[src/rtl/shift_sched_pkg.sv]
// shift_sched_pkg: shared types and defaults for the shared shift/rotate scheduler.
package shift_sched_pkg;

   localparam int W_DEF = 8;

   typedef enum logic [1:0] {
      OP_SHL  = 2'd0,
      OP_SHR  = 2'd1,
      OP_ROTR = 2'd2,
      OP_SRA  = 2'd3
   } shift_op_e;

   typedef enum logic [1:0] {
      ST_IDLE = 2'd0,
      ST_EXEC = 2'd1,
      ST_RESP = 2'd2
   } state_e;

endpackage

[src/rtl/shift_sched_step.sv]
// shift_step: combinational single-bit shift/rotate step.
// Build option SHIFT_SCHED_ARITH_EN: when defined, op 3 fills with the sign bit;
// when undefined, op 3 is a plain logical right shift and no sign-fill path exists.
module shift_step
   import shift_sched_pkg::*;
#(
   parameter int W = W_DEF
) (
   input  shift_op_e      op_i,
   input  logic [W-1:0]   x_i,
   output logic [W-1:0]   y_o
);

   // One bit of movement for the selected op
   always_comb begin
      y_o = x_i;
      unique case (op_i)
         OP_SHL:  y_o = {x_i[W-2:0], 1'b0};
         OP_SHR:  y_o = {1'b0, x_i[W-1:1]};
         OP_ROTR: y_o = {x_i[0], x_i[W-1:1]};
`ifdef SHIFT_SCHED_ARITH_EN
         OP_SRA:  y_o = {x_i[W-1], x_i[W-1:1]};
`else
         OP_SRA:  y_o = {1'b0, x_i[W-1:1]};
`endif
         default: y_o = x_i;
      endcase
   end

endmodule

[src/rtl/shift_sched.sv]
// shift_sched: one iterative shift/rotate engine shared round-robin by NREQ requesters.
// Build option SHIFT_SCHED_ARITH_EN selects sign-fill for op 3 (see shift_step).
//
//   state   | meaning
//   ST_IDLE | arbitrate; req_ready one-hot to the winner
//   ST_EXEC | one 1-bit step per cycle until the count runs out
//   ST_RESP | result held on rsp_data_o/rsp_id_o until rsp_ready_i
module shift_sched
   import shift_sched_pkg::*;
#(
   parameter  int NREQ = 4,
   parameter  int W    = W_DEF,
   localparam int AW   = $clog2(W),
   localparam int IW   = $clog2(NREQ)
) (
   input  logic              clk_i,
   input  logic              rst_i,
   input  logic [NREQ-1:0]   req_valid_i,
   output logic [NREQ-1:0]   req_ready_o,
   input  logic [2*NREQ-1:0] req_op_i,
   input  logic [W*NREQ-1:0] req_data_i,
   input  logic [AW*NREQ-1:0] req_amt_i,
   output logic              rsp_valid_o,
   input  logic              rsp_ready_i,
   output logic [W-1:0]      rsp_data_o,
   output logic [IW-1:0]     rsp_id_o
);

   state_e          state_q, state_d;
   logic [IW-1:0]   rr_ptr_q, rr_ptr_d;
   logic [W-1:0]    x_q, x_d;
   logic [AW-1:0]   cnt_q, cnt_d;
   logic [IW-1:0]   id_q, id_d;
   shift_op_e       op_q, op_d;

   logic            grant_vld;
   logic [IW-1:0]   grant_id;
   logic            hi_vld, lo_vld;
   logic [IW-1:0]   hi_id, lo_id;
   shift_op_e       sel_op;
   logic [W-1:0]    sel_data;
   logic [AW-1:0]   sel_amt;
   logic [W-1:0]    step_y;
   logic            accept;

   // Round-robin pick: lowest valid at/after rr_ptr, else lowest valid overall (wrap)
   always_comb begin
      hi_vld = 1'b0;
      lo_vld = 1'b0;
      hi_id  = '0;
      lo_id  = '0;
      for (int i = 0; i < NREQ; i++) begin
         if (req_valid_i[i] && (IW'(i) >= rr_ptr_q) && !hi_vld) begin
            hi_vld = 1'b1;
            hi_id  = IW'(i);
         end
         if (req_valid_i[i] && !lo_vld) begin
            lo_vld = 1'b1;
            lo_id  = IW'(i);
         end
      end
      grant_vld = hi_vld | lo_vld;
      grant_id  = hi_vld ? hi_id : lo_id;
   end

   // Mux the winner's operands
   always_comb begin
      sel_op   = OP_SHL;
      sel_data = '0;
      sel_amt  = '0;
      for (int i = 0; i < NREQ; i++) begin
         if (IW'(i) == grant_id) begin
            sel_op   = shift_op_e'(req_op_i[2*i +: 2]);
            sel_data = req_data_i[W*i +: W];
            sel_amt  = req_amt_i[AW*i +: AW];
         end
      end
   end

   assign accept = (state_q == ST_IDLE) && grant_vld;

   shift_step #(.W(W)) u_step (
      .op_i (op_q),
      .x_i  (x_q),
      .y_o  (step_y)
   );

   // FSM state register
   always_ff @(posedge clk_i or posedge rst_i) begin
      if (rst_i) state_q <= ST_IDLE;
      else       state_q <= state_d;
   end

   // FSM next state; amt==0 skips EXEC so the result is the operand itself
   always_comb begin
      state_d = state_q;
      unique case (state_q)
         ST_IDLE: if (grant_vld) state_d = (sel_amt == '0) ? ST_RESP : ST_EXEC;
         ST_EXEC: if (cnt_q == AW'(1)) state_d = ST_RESP;
         ST_RESP: if (rsp_ready_i) state_d = ST_IDLE;
         default: state_d = ST_IDLE;
      endcase
   end

   // FSM outputs; grant is suppressed while reset is asserted so outputs read zero
   always_comb begin
      req_ready_o = '0;
      if ((state_q == ST_IDLE) && grant_vld && !rst_i) req_ready_o[grant_id] = 1'b1;
      rsp_valid_o = (state_q == ST_RESP);
   end

   // Datapath next values: latch on handshake, step while executing
   always_comb begin
      x_d      = x_q;
      cnt_d    = cnt_q;
      id_d     = id_q;
      op_d     = op_q;
      rr_ptr_d = rr_ptr_q;
      if (accept) begin
         x_d      = sel_data;
         cnt_d    = sel_amt;
         id_d     = grant_id;
         op_d     = sel_op;
         rr_ptr_d = (grant_id == IW'(NREQ-1)) ? '0 : grant_id + IW'(1);
      end else if (state_q == ST_EXEC) begin
         x_d   = step_y;
         cnt_d = cnt_q - AW'(1);
      end
   end

   // Datapath registers
   always_ff @(posedge clk_i or posedge rst_i) begin
      if (rst_i) begin
         x_q      <= '0;
         cnt_q    <= '0;
         id_q     <= '0;
         op_q     <= OP_SHL;
         rr_ptr_q <= '0;
      end else begin
         x_q      <= x_d;
         cnt_q    <= cnt_d;
         id_q     <= id_d;
         op_q     <= op_d;
         rr_ptr_q <= rr_ptr_d;
      end
   end

   assign rsp_data_o = x_q;
   assign rsp_id_o   = id_q;

endmodule
[config.mk]
export PLATFORM = sky130hd
export DESIGN_NAME = shift_sched
export DESIGN_NICKNAME = d
export VERILOG_FILES = /design/src/rtl/shift_sched_pkg.sv /design/src/rtl/shift_sched_step.sv /design/src/rtl/shift_sched.sv
export SDC_FILE = /design/constraint.sdc
export NUM_CORES = 1
export LEC_CHECK = 0
export CAP_MARGIN = 20
export CORE_MARGIN = 4
export CORE_UTILIZATION = 37
export CTS_BUF_LIST = sky130_fd_sc_hd__clkbuf_16
export DETAILED_ROUTE_END_ITERATION = 6
export PLACE_DENSITY = 0.77
export REMOVE_ABC_BUFFERS = 1
export SYNTH_ARGS = -nofsm -noshare
export SYNTH_HDL_FRONTEND = slang
export SYNTH_HIERARCHICAL = 1
export SYNTH_SLANG_ARGS = --single-unit
[constraint.sdc]
create_clock -name clk_i -period 2.3 [get_ports clk_i]
set_input_delay 0.46 -clock clk_i [delete_from_list [all_inputs] [get_ports clk_i]]
set_output_delay 0.46 -clock clk_i [all_outputs]
set_load 0.1 [all_outputs]
==> impl_metrics.csv, run 1 <==
group,metric,value,unit
logic_synthesis,synth_edf_count,0,
critical_path,critPathBufInv,4,
clocking,htree_levels,1,
drt,routed_wl,6.51,mm
clocking,clock_latency,260,ps
critical_path,worstSetupStartpoint,"rr_ptr_q[1]$_DFFE_PP0P_",
critical_path,crit_family,"compound AO/OA/AOI/OAI gates",
drt,antenna_left,0,
timing,final.setup.tns,-742,ps
logic_synthesis,synth_top_area_cell,"dfrtp_1",
clocking,cts_tree,"yes",
drt,drc_errors,0,
min_path,min_path_type,"reg2reg",
grt,antenna_found_initial,0,
floorplan,core-area,4000,µm²
finish,syn2layout_area_growth,93.1,%
logic_synthesis,synth-async-reset-ratio,100,%
timing,setup_slack,-149,ps
logic_synthesis,synth_warnings,6,
finish,drive_gt1_share,37.6,%
timing,setup_viol_count_final,10,
logic_synthesis,synth_mux_area_share,5.06,%
grt,grt_max_degree,19,
timing,clock_skew,4.88,ps
pwr,power.leakage,0.00127,µW
floorplan,die_y,72.4,µm
floorplan,io_pins,74,
drt,wl_per_cell,19.2,µm
grt,grt_use_total,21.5,%
clocking,cts_buffers,3,
timing,slew_headroom,66.0,%
critical_path,worstPathArrival,1990,ps
finish,layout.nets,356,
drt,firstDrtPassIters,5,
floorplan,die-area,5240,µm²
floorplan,placement_rows,23,
logic_synthesis,netlist.area_leader.share,31.0,%
min_path,min_from,"rsp_id_o[1]$_DFFE_PP0P_",
critical_path,cp.required,1840,ps
grt,grt_pass1_vias,1802,
floorplan,start_util,38.3,%
timing,post-route-period-util,106,%
logic_synthesis,synth_compound_area_share,30.4,%
floorplan,fp.dieW,72.4,µm
clocking,clock-sinks,19,
logic_synthesis,synthAdderAreaFrac,4.90,%
timing,whs,514,ps
timing,min_period,2450,ps
logic_synthesis,syn_inst,180,
logic_synthesis,ys_types,36,
logic_synthesis,synth.avg_cell_area,8.52,µm²
grt,grt.overflow.total,0,
clocking,root_buffer,"clkbuf_16",
logic_synthesis,yosys.area_share.simple,20.3,%
critical_path,path_class,"reg2out",
clocking,cts_hold_buffers,0,
critical_path,worst-path-max-fanout,5,
logic_synthesis,yosysSeqAreaShare,31.0,%
critical_path,slowest_stage,"dfrtp_2",
logic_synthesis,ys_ff_latch,19,
pwr,vdd_ir_drop_max,0.000834,V
drt,viasPerCell,5.74,
outcome,status,"finished with violations",
pwr,power.density,1410,nW/µm²
job,maxCapViolCount,0,
pwr,total_power,4170,µW
drt,vias,1952,
placed_design,hpwl,3.94,mm
clocking,clk_pin_slew,60,ps
logic_synthesis,synth_xor_area_share,1.14,%
finish,diodes,0,
outcome,violations,"negative setup slack",
grt,grt_pass1_wl,8.80,mm
drt,drt_iter0_drc,277,
timing,hold_viol,0,
logic_synthesis,syn-cell-area,1530,µm²
timing,grt_setup_unrepaired,"true",
placed_design,io_buffers,73,
logic_synthesis,synth_area_leaders,"dfrtp_1 (31%), a221o_1 (9.8%), a21oi_1 (6.5%)",
timing,report.final.slew_viol_count,0,
logic_synthesis,synth_top_family_by_area,"compound AO/OA/AOI/OAI gates",
clocking,clock_path_buffers,2,
timing,fmax,408,MHz
critical_path,r2r_start,"rr_ptr_q[1]$_DFFE_PP0P_",
critical_path,start_kind,"flop",
critical_path,critPathMaxStageDelay,440,ps
critical_path,crit_chain,"a21o_1 -> a21oi_4 -> o22ai_4 -> inv_2 -> ha_4 -> inv_4 -> nor3_4 -> buf_6 -> buf_12",
placed_design,place.gp.congestion,0.950,
logic_synthesis,ys.flop_type,"dfrtp_1",
timing,worst_pin_slew,510,ps
critical_path,crit_path_end_kind,"output pin",
-- layout by cell type (no fill, tap or decap), types with 2 or more instances in the layout --
cell type,n
ha_4,3
clkbuf_16,5
and3_4,3
dfrtp_1,18
nor2b_1,7
nand2b_1,3
inv_2,2
buf_12,6
mux2_2,6
a211oi_1,2
buf_4,41
a221oi_2,3
buf_2,2
ha_1,2
a21oi_2,9
o211ai_1,3
clkdlybuf4s50_1,54
a21oi_1,10
inv_1,11
o21ai_0,3
nand3b_1,5
and2_1,3
nor2_2,3
o22a_1,3
nor2_1,5
buf_6,10
nand3_1,2
nand2_1,20
a221o_1,15
inv_4,2
o31ai_1,2
-- report_power, final --
| group | internal (µW) | switching, µW | total [µW] |
|---|---|---|---|
| logic | 1320 | 1780 | 3110 |
| registers | 508 | 179 | 687 |
| clock network | 234 | 144 | 378 |
| total | 2070 | 2110 | 4170 |
-- tightest hold or removal path, delay by kind of cell, from the launching register on --
family | cells | cell delay, ps
AND/OR/NAND/NOR | 1 | 50
AO/OA/AOI/OAI | 1 | 60
flip-flops | 1 | 360
-- routing by layer --
layer | vias up | global-route usage, % | wire (µm)
met2 | 96 | 37.0 | 3360
met5 | - | 0 | 0
li1 | 882 | - | -
met4 | 0 | 6.05 | 201
met3 | 24 | 4.85 | 489
met1 | 950 | 26.8 | 2460
-- registers in the layout (all words and copies together) (netlist names) --
name	flops
rsp_data_o	8
rsp_id_o	2
op_q	2
cnt_q	3
state_q	2
rr_ptr_q	2
-- cells by family after synthesis --
kind of cell               count (synthesis)
and+or+nand+nor                           59
adders and majority gates                  6
muxes                                      7
DFF                                       19
xor gates and xnor gates                   2
AOI/OAI and AO/OA                         61
buffers and inverters                     26
-- synth_stat cells, drive strengths merged (3+ instances only) --
| library cell | count |
|---|---|
| nand3b | 5 |
| and3 | 3 |
| a221oi | 4 |
| o31ai | 3 |
| mux2 | 6 |
| nand2b | 4 |
| o22a | 3 |
| nor2b | 8 |
| a221o | 15 |
| nand2 | 21 |
| and2 | 3 |
| buf | 9 |
| a21oi | 20 |
| dfrtp | 19 |
| ha | 6 |
| o211ai | 3 |
| nor2 | 9 |
| o21ai | 4 |
| inv | 15 |
-- metrics by stage --
step / cell area, µm² / utilization [%] / cells / setup WS (ps)
after floorplan: 1480 / - / 169 / -2060
after global placement: 2490 / 62.3 / 318 / -554
after detailed placement: 2490 / 62.3 / 318 / -630
after CTS: 2740 / 68.4 / 330 / -3.94
after global routing: 2960 / 74.0 / 340 / -240
final: 2960 / 74.0 / 340 / -149
-- what timing repair did --
action / in CTS / in global routing
pin swaps: 7 / 17
setup endpoints to repair: 18 / 15
endpoints found under the hold margin: 0 / 0
buffers inserted: 8 / 8
gates cloned: 0 / 2
gates resized for setup: 42 / 27
-- final cells by class --
type	count	area [µm²]
timing repair buffer	117	1160
multi-input combinational	135	1120
fill	255	1040
sequential	19	477
clock buffer	3	75.1
tap	50	62.6
inverter	15	61.3
clock inverter	1	5.00
-- path summary, 6_finish.rpt --
kind,endpoint,depth (start not counted),slack [ps]
worst max-delay path,req_ready_o[3],9,-150
worst min-delay path,rsp_id_o[1]$_DFFE_PP0P_,2,510
worst max register to register,state_q[1]$_DFFE_PP0P_,11,-110
worst min register to register,rsp_id_o[1]$_DFFE_PP0P_,2,510
max in group asynchronous,cnt_q[2]$_DFFE_PP0P_,3,1270
min in group asynchronous,op_q[0]$_DFFE_PP0P_,2,550
Power figures use the tool's default switching activity.
==> inputs of run 2 (changes only) <==
- CORE_UTILIZATION: 37 -> 38
- CTS_BUF_LIST: sky130_fd_sc_hd__clkbuf_16 -> sky130_fd_sc_hd__clkbuf_2 sky130_fd_sc_hd__clkbuf_4 sky130_fd_sc_hd__clkbuf_8
- PLACE_DENSITY: 0.77 -> 0.79
==> run 2 against run 1 <==
  * The run still ends with negative setup slack left
  * Utilization rose by 1.6 points
  * Clock skew increased by 6.3 ps
  * Final cell count fell by 0.59%
  * Non-clock buffer count unchanged
  * Sequential share of layout area increased by 0.62 points
  * Register-to-register slack hardly changed
==> impl_metrics.csv, run 2 (synthesized netlist as in run 1, its figures left out) <==
group,metric,value,unit
pwr,share_comb_of_total_power,76.3,%
finish,largest_register_ffs,8,
drt,wl_per_cell,17.6,µm
finish,syn2layout_area_growth,86.0,%
placed_design,place.gp.congestion,0.878,
drt,vias,1918,
floorplan,fp.dieW,71.5,µm
pwr,p_seq_share,17.4,%
grt,antenna_found_initial,0,
critical_path,start_kind,"flop",
drt,drc_errors,0,
timing,min_period,2450,ps
critical_path,crit_end,"req_ready_o[1]",
drt,antenna_left,0,
clocking,clock_path_buffers,2,
timing,slew_headroom,66.2,%
clocking,cts_buffers,3,
timing,post-route-period-util,106,%
pwr,switching_share,51.9,%
drt,firstDrtPassIters,4,
timing,grt_setup_unrepaired,"true",
clocking,cts_hold_buffers,0,
critical_path,rr_endpoint,"state_q[1]$_DFFE_PP0P_",
grt,grt_max_degree,17,
finish,finalNonFillerCells,338,
pwr,internal_power,1900,µW
critical_path,worst-path-max-fanout,6,
floorplan,die_y,71.5,µm
pwr,power.leakage,0.00123,µW
critical_path,path_class,"reg2out",
pwr,vdd_ir_drop_max,0.000800,V
critical_path,crit_path_end_kind,"output pin",
job,maxCapViolCount,0,
floorplan,io_pins,74,
placed_design,hpwl,4.04,mm
critical_path,crit_chain,"nand2b_4 -> a21oi_4 -> a211oi_4 -> buf_6 -> buf_12 -> ha_4 -> and3_4 -> buf_12",
finish,multiInputGateArea,1120,µm²
timing,clock_skew,11.2,ps
critical_path,rr_worst_depth,10,
clocking,cts_tree,"yes",
timing,worst_pin_slew,507,ps
finish,final_area,2850,µm²
grt,grt_pass1_wl,8.64,mm
grt,grt.overflow.total,0,
outcome,violations,"negative setup slack",
finish,layout_commonest_cell,"clkdlybuf4s50_1",
drt,routed_wl,5.94,mm
pwr,p_switching,2040,µW
floorplan,die-area,5110,µm²
clocking,htree_levels,1,
finish,fill_cells,241,
drt,drt_iter0_drc,179,
critical_path,slowest_stage,"dfrtp_1",
finish,regArea,477,µm²
drt,viasPerCell,5.67,
pwr,total_power,3940,µW
clocking,clk_pin_slew,90,ps
placed_design,place_inst,319,
timing,fmax,409,MHz
pwr,pwr-share-clk,6.3,%
critical_path,worstPathArrival,1990,ps
timing,final.setup.tns,-679,ps
critical_path,r2r_slack,-100,ps
timing,report.final.slew_viol_count,0,
finish,final_cell_mix,"clkdlybuf4s50_1 (54), buf_4 (48), nand2_1 (21)",
critical_path,critPathMaxStageDelay,420,ps
critical_path,r2r_start,"rr_ptr_q[0]$_DFFE_PP0P_",
floorplan,start_util,40.6,%
critical_path,worstSetupStartpoint,"rr_ptr_q[0]$_DFFE_PP0P_",
finish,drive_gt1_share,36.2,%
grt,grt_pass1_vias,1851,
pwr,power.density,1380,nW/µm²
placed_design,io_buffers,73,
timing,setup_slack,-147,ps
timing,setup_viol_count_final,8,
finish,layout.nets,356,
clocking,root_buffer,"clkbuf_8",
outcome,status,"finished with violations",
finish,diodes,0,
critical_path,crit_top_cell,"buf_12",
timing,hold_viol,0,
floorplan,core-area,3770,µm²
placed_design,placed_cell_area,2500,µm²
finish,final_util,75.6,%
critical_path,cp.required,1840,ps
grt,grt_use_total,20.9,%
min_path,min_path_type,"reg2reg",
clocking,clock-sinks,19,
floorplan,placement_rows,22,
clocking,clock_latency,260,ps
run 2: changes by cell type in the layout (fill, tap and decap cells not counted), sizes merged:
cell           before  now
buf                59   63
clkinv              1    0
clkdlybuf4s15       2    0
clkbuf              5    3
clkinvlp            0    1
run 2: how the worst min path moves through the flow:
stage	end	cells past startpoint	slack (ps)	startpoint
after floorplan	cnt_q[0]$_DFFE_PP0P_	1	430	rst_i
after CTS	rsp_id_o[0]$_DFFE_PP0P_	2	510	rsp_id_o[0]$_DFFE_PP0P_
after detailed placement	rsp_id_o[0]$_DFFE_PP0P_	2	490	rsp_id_o[0]$_DFFE_PP0P_
after global placement	rsp_id_o[0]$_DFFE_PP0P_	2	480	rsp_id_o[0]$_DFFE_PP0P_
after global routing	rsp_id_o[0]$_DFFE_PP0P_	2	570	rsp_id_o[0]$_DFFE_PP0P_
final	rsp_id_o[0]$_DFFE_PP0P_	2	520	rsp_id_o[0]$_DFFE_PP0P_
run 2: cell type report:
cell class,count,share of cell area (%)
clock buffers,3,1.45
clock inverters,1,0.263
inverters,15,2.06
multi-input cells,135,39.2
flip-flops and latches,19,16.7
well taps,48,2.11
repair buffers,117,38.2
run 2: layer usage:
layer | wire length, µm | global-route usage, % | vias to the layer above
met5 | 0 | 0 | -
met4 | 82 | 4.18 | 0
met3 | 408 | 2.95 | 13
met2 | 2980 | 36.0 | 91
met1 | 2470 | 27.7 | 934
li1 | - | - | 880
run 2: through the flow:
step	hold WS, ps	worst slack, ps
final	521	-147
after global routing	572	-199
after CTS	513	-22.5
after detailed placement	486	-708
after global placement	482	-611
after floorplan	427	-2060
run 2: repair_timing:
action | 4_1_cts | 5_1_grt
setup buffers | 6 | 9
pin swaps | 10 | 10
endpoints found under the setup margin | 19 | 11
gates resized for setup | 47 | 12
gates cloned | 0 | 0
run 2: power groups by stage:
| stage | Clock [µW] | Sequential, µW | Combinational, µW |
|---|---|---|---|
| 5_1_grt | 263 | 703 | 3170 |
| 6_report | 249 | 684 | 3010 |
| 4_1_cts | 250 | 677 | 2710 |
| 3_3_place_gp | 0 | 672 | 2470 |
| 3_5_place_dp | 0 | 678 | 2520 |
| 2_1_floorplan | 0 | 1230 | 1140 |
run 2: worst max-delay path, delay by kind of cell (launching register included):
family | cells | cell delay, ps
AO/OA/AOI/OAI | 2 | 340
adder cells (fa/ha/maj) | 1 | 170
flip-flops | 1 | 420
buffers and inverters | 3 | 440
AND/OR/NAND/NOR | 2 | 370
==> inputs of run 3 (changes only) <==
- CORE_UTILIZATION: 38 -> 42
- CTS_CLUSTER_SIZE: unset -> 24
- GPL_TIMING_DRIVEN: unset -> 0
- PLACE_DENSITY: 0.79 -> 0.82
- clock period: 2.3 -> 2.5 ns (I/O delays scaled with it)
==> run 3 against run 2 <==
  * The run still ends with negative setup slack left
  * Die area decreased by 8.5%
  * Via count decreased by 3.5%
  * Flip-flop and latch count unchanged
  * Clock power decreased by 6%
  * Critical endpoint is now rsp_data_o[1]$_DFFE_PP0P_
  * Highest routed layer unchanged
==> impl_metrics.csv, run 3 (synthesized netlist as in run 1, its figures left out) <==
group,metric,value,unit
finish,drive_gt1_share,26.1,%
pwr,internal_power,1550,µW
critical_path,crit_top_cell,"nor2b_1",
pwr,p_switching,1810,µW
placed_design,place.gp.congestion,0.801,
pwr,total_power,3360,µW
critical_path,path_class,"reg2reg",
outcome,status,"finished with violations",
clocking,clock_latency,260,ps
drt,vias,1851,
timing,whs,517,ps
job,maxCapViolCount,0,
pwr,power.density,1270,nW/µm²
grt,grt_pass1_vias,1744,
clocking,clk_pin_slew,90,ps
floorplan,fp.dieW,68.4,µm
critical_path,start_kind,"flop",
floorplan,io_pins,74,
timing,hold_viol,0,
timing,fmax,400,MHz
critical_path,worst-path-max-fanout,6,
finish,layout.nets,338,
placed_design,hpwl,3.44,mm
critical_path,slowest_stage,"dfrtp_1",
drt,wl_per_cell,18.9,µm
critical_path,worstPathArrival,2700,ps
grt,grt_pass1_wl,8.39,mm
pwr,vdd_ir_drop_max,0.000716,V
placed_design,place_inst,288,
pwr,switching_share,53.8,%
critical_path,worstSetupStartpoint,"rr_ptr_q[0]$_DFFE_PP0P_",
floorplan,core-area,3440,µm²
floorplan,placement_rows,21,
finish,layout_commonest_cell,"clkdlybuf4s50_1",
critical_path,r2r_start,"rr_ptr_q[0]$_DFFE_PP0P_",
clocking,cts_buffers,3,
outcome,violations,"negative setup slack",
pwr,p_seq_share,18.8,%
timing,post-route-period-util,100,%
critical_path,crit_path_end_kind,"flop",
finish,syn2layout_area_growth,72.8,%
grt,grt_max_degree,18,
finish,regArea,477,µm²
finish,final_util,77.0,%
drt,firstDrtPassIters,4,
finish,fill_cells,237,
pwr,power.leakage,0.00109,µW
critical_path,critPathMaxStageDelay,440,ps
timing,final.setup.tns,-1.47,ps
placed_design,io_buffers,73,
grt,antenna_found_initial,0,
clocking,cts_hold_buffers,0,
min_path,min_from,"rsp_id_o[1]$_DFFE_PP0P_",
floorplan,start_util,44.5,%
finish,final_cell_mix,"clkdlybuf4s50_1 (64), buf_4 (24), nand2_1 (21)",
timing,clock_skew,7.43,ps
floorplan,die_y,68.4,µm
timing,min_period,2500,ps
clocking,htree_levels,1,
timing,setup_viol_count_final,1,
pwr,pwr-share-clk,7.0,%
timing,setup_slack,-1.47,ps
grt,grt.overflow.total,0,
timing,worst_pin_slew,998,ps
clocking,root_buffer,"clkbuf_8",
clocking,clock-sinks,19,
critical_path,cp.required,2700,ps
clocking,cts_tree,"yes",
finish,multiInputGateArea,1060,µm²
finish,finalNonFillerCells,318,
critical_path,crit_chain,"nand2b_4 -> nor2b_1 -> o22ai_2 -> buf_4 -> ha_4 -> nor2b_1 -> a221oi_1 -> o31ai_1 -> a221o_1",
finish,largest_register_ffs,8,
finish,diodes,0,
drt,antenna_left,0,
timing,slew_headroom,33.3,%
floorplan,die-area,4680,µm²
drt,drc_errors,0,
grt,grt_use_total,24.2,%
timing,report.final.slew_viol_count,0,
drt,routed_wl,6.02,mm
clocking,clock_path_buffers,2,
drt,viasPerCell,5.82,
drt,drt_iter0_drc,146,
pwr,share_comb_of_total_power,74.2,%
min_path,min_path_type,"reg2reg",
run 3: changes by cell type in the layout (fill, tap and decap cells not counted), moves of 2 or more:
cell             previous run  this run
buf_4                      48        24
clkdlybuf4s50_1            54        64
buf_2                       4         0
buf_12                      5         2
buf_6                       6         3
dlygate4sd2_1               0         3
a221oi_1                    1         3
a221oi_2                    3         1
run 3: layout make-up:
| type | instances | share of cell area (%) |
|---|---|---|
| repair inverters | 1 | 0.189 |
| repair buffers | 98 | 35.4 |
| clock inverters | 1 | 0.283 |
| well taps | 46 | 2.17 |
| clock buffers | 3 | 1.56 |
| inverters | 15 | 2.27 |
| flip-flops and latches | 19 | 18.0 |
| multi-input cells | 135 | 40.2 |
run 3: worst paths after layout:
kind	slack, ps	endpoint	cells after the start
worst min register to register	520	rsp_id_o[1]$_DFFE_PP0P_	2
max in group asynchronous	1450	rr_ptr_q[1]$_DFFE_PP0P_	2
worst max register to register	-1	rsp_data_o[1]$_DFFE_PP0P_	9
worst max-delay path	-1	rsp_data_o[1]$_DFFE_PP0P_	9
worst min-delay path	520	rsp_id_o[1]$_DFFE_PP0P_	2
min in group asynchronous	730	cnt_q[1]$_DFFE_PP0P_	2
run 3: timing repair:
item                       4_1_cts  5_1_grt
setup endpoints to repair       20        9
pin swaps                        8        8
setup buffers                   14       11
cloned                           1        0
gates resized for setup         62        9
run 3: power groups by stage:
stage | combinational (µW) | sequential (µW) | clock [µW]
2_1_floorplan | 1050 | 1130 | 0
3_3_place_gp | 2070 | 614 | 0
3_5_place_dp | 2090 | 623 | 0
4_1_cts | 2320 | 619 | 230
5_1_grt | 2620 | 648 | 246
6_report | 2490 | 631 | 235
run 3: critical path, delay by kind of cell, from the launching register on:
family | cells | cell delay (ps)
AOI/OAI and AO/OA | 4 | 890
adders and majority gates | 1 | 190
DFF | 1 | 440
buffers and inverters | 1 | 200
and+or+nand+nor | 3 | 730
run 3: through the flow:
| step | instance area (µm²) | setup WS (ps) |
|---|---|---|
| finish | 2650 | -1.47 |
| global route | 2650 | -75.9 |
| CTS | 2540 | 26.0 |
| detailed placement | 2270 | -2080 |
| global placement | 2270 | -2090 |
| floorplan | 1480 | -1940 |
run 3: metal layers:
layer / vias to the layer above / share of wire (%) / routed length (µm) / global-route usage, %
li1: 843 / - / - / -
met1: 899 / 39 / 2340 / 30.2
met2: 95 / 51 / 3080 / 41.5
met3: 14 / 7.4 / 447 / 4.60
met4: 0 / 2.6 / 155 / 7.44
met5: - / 0 / 0 / 0
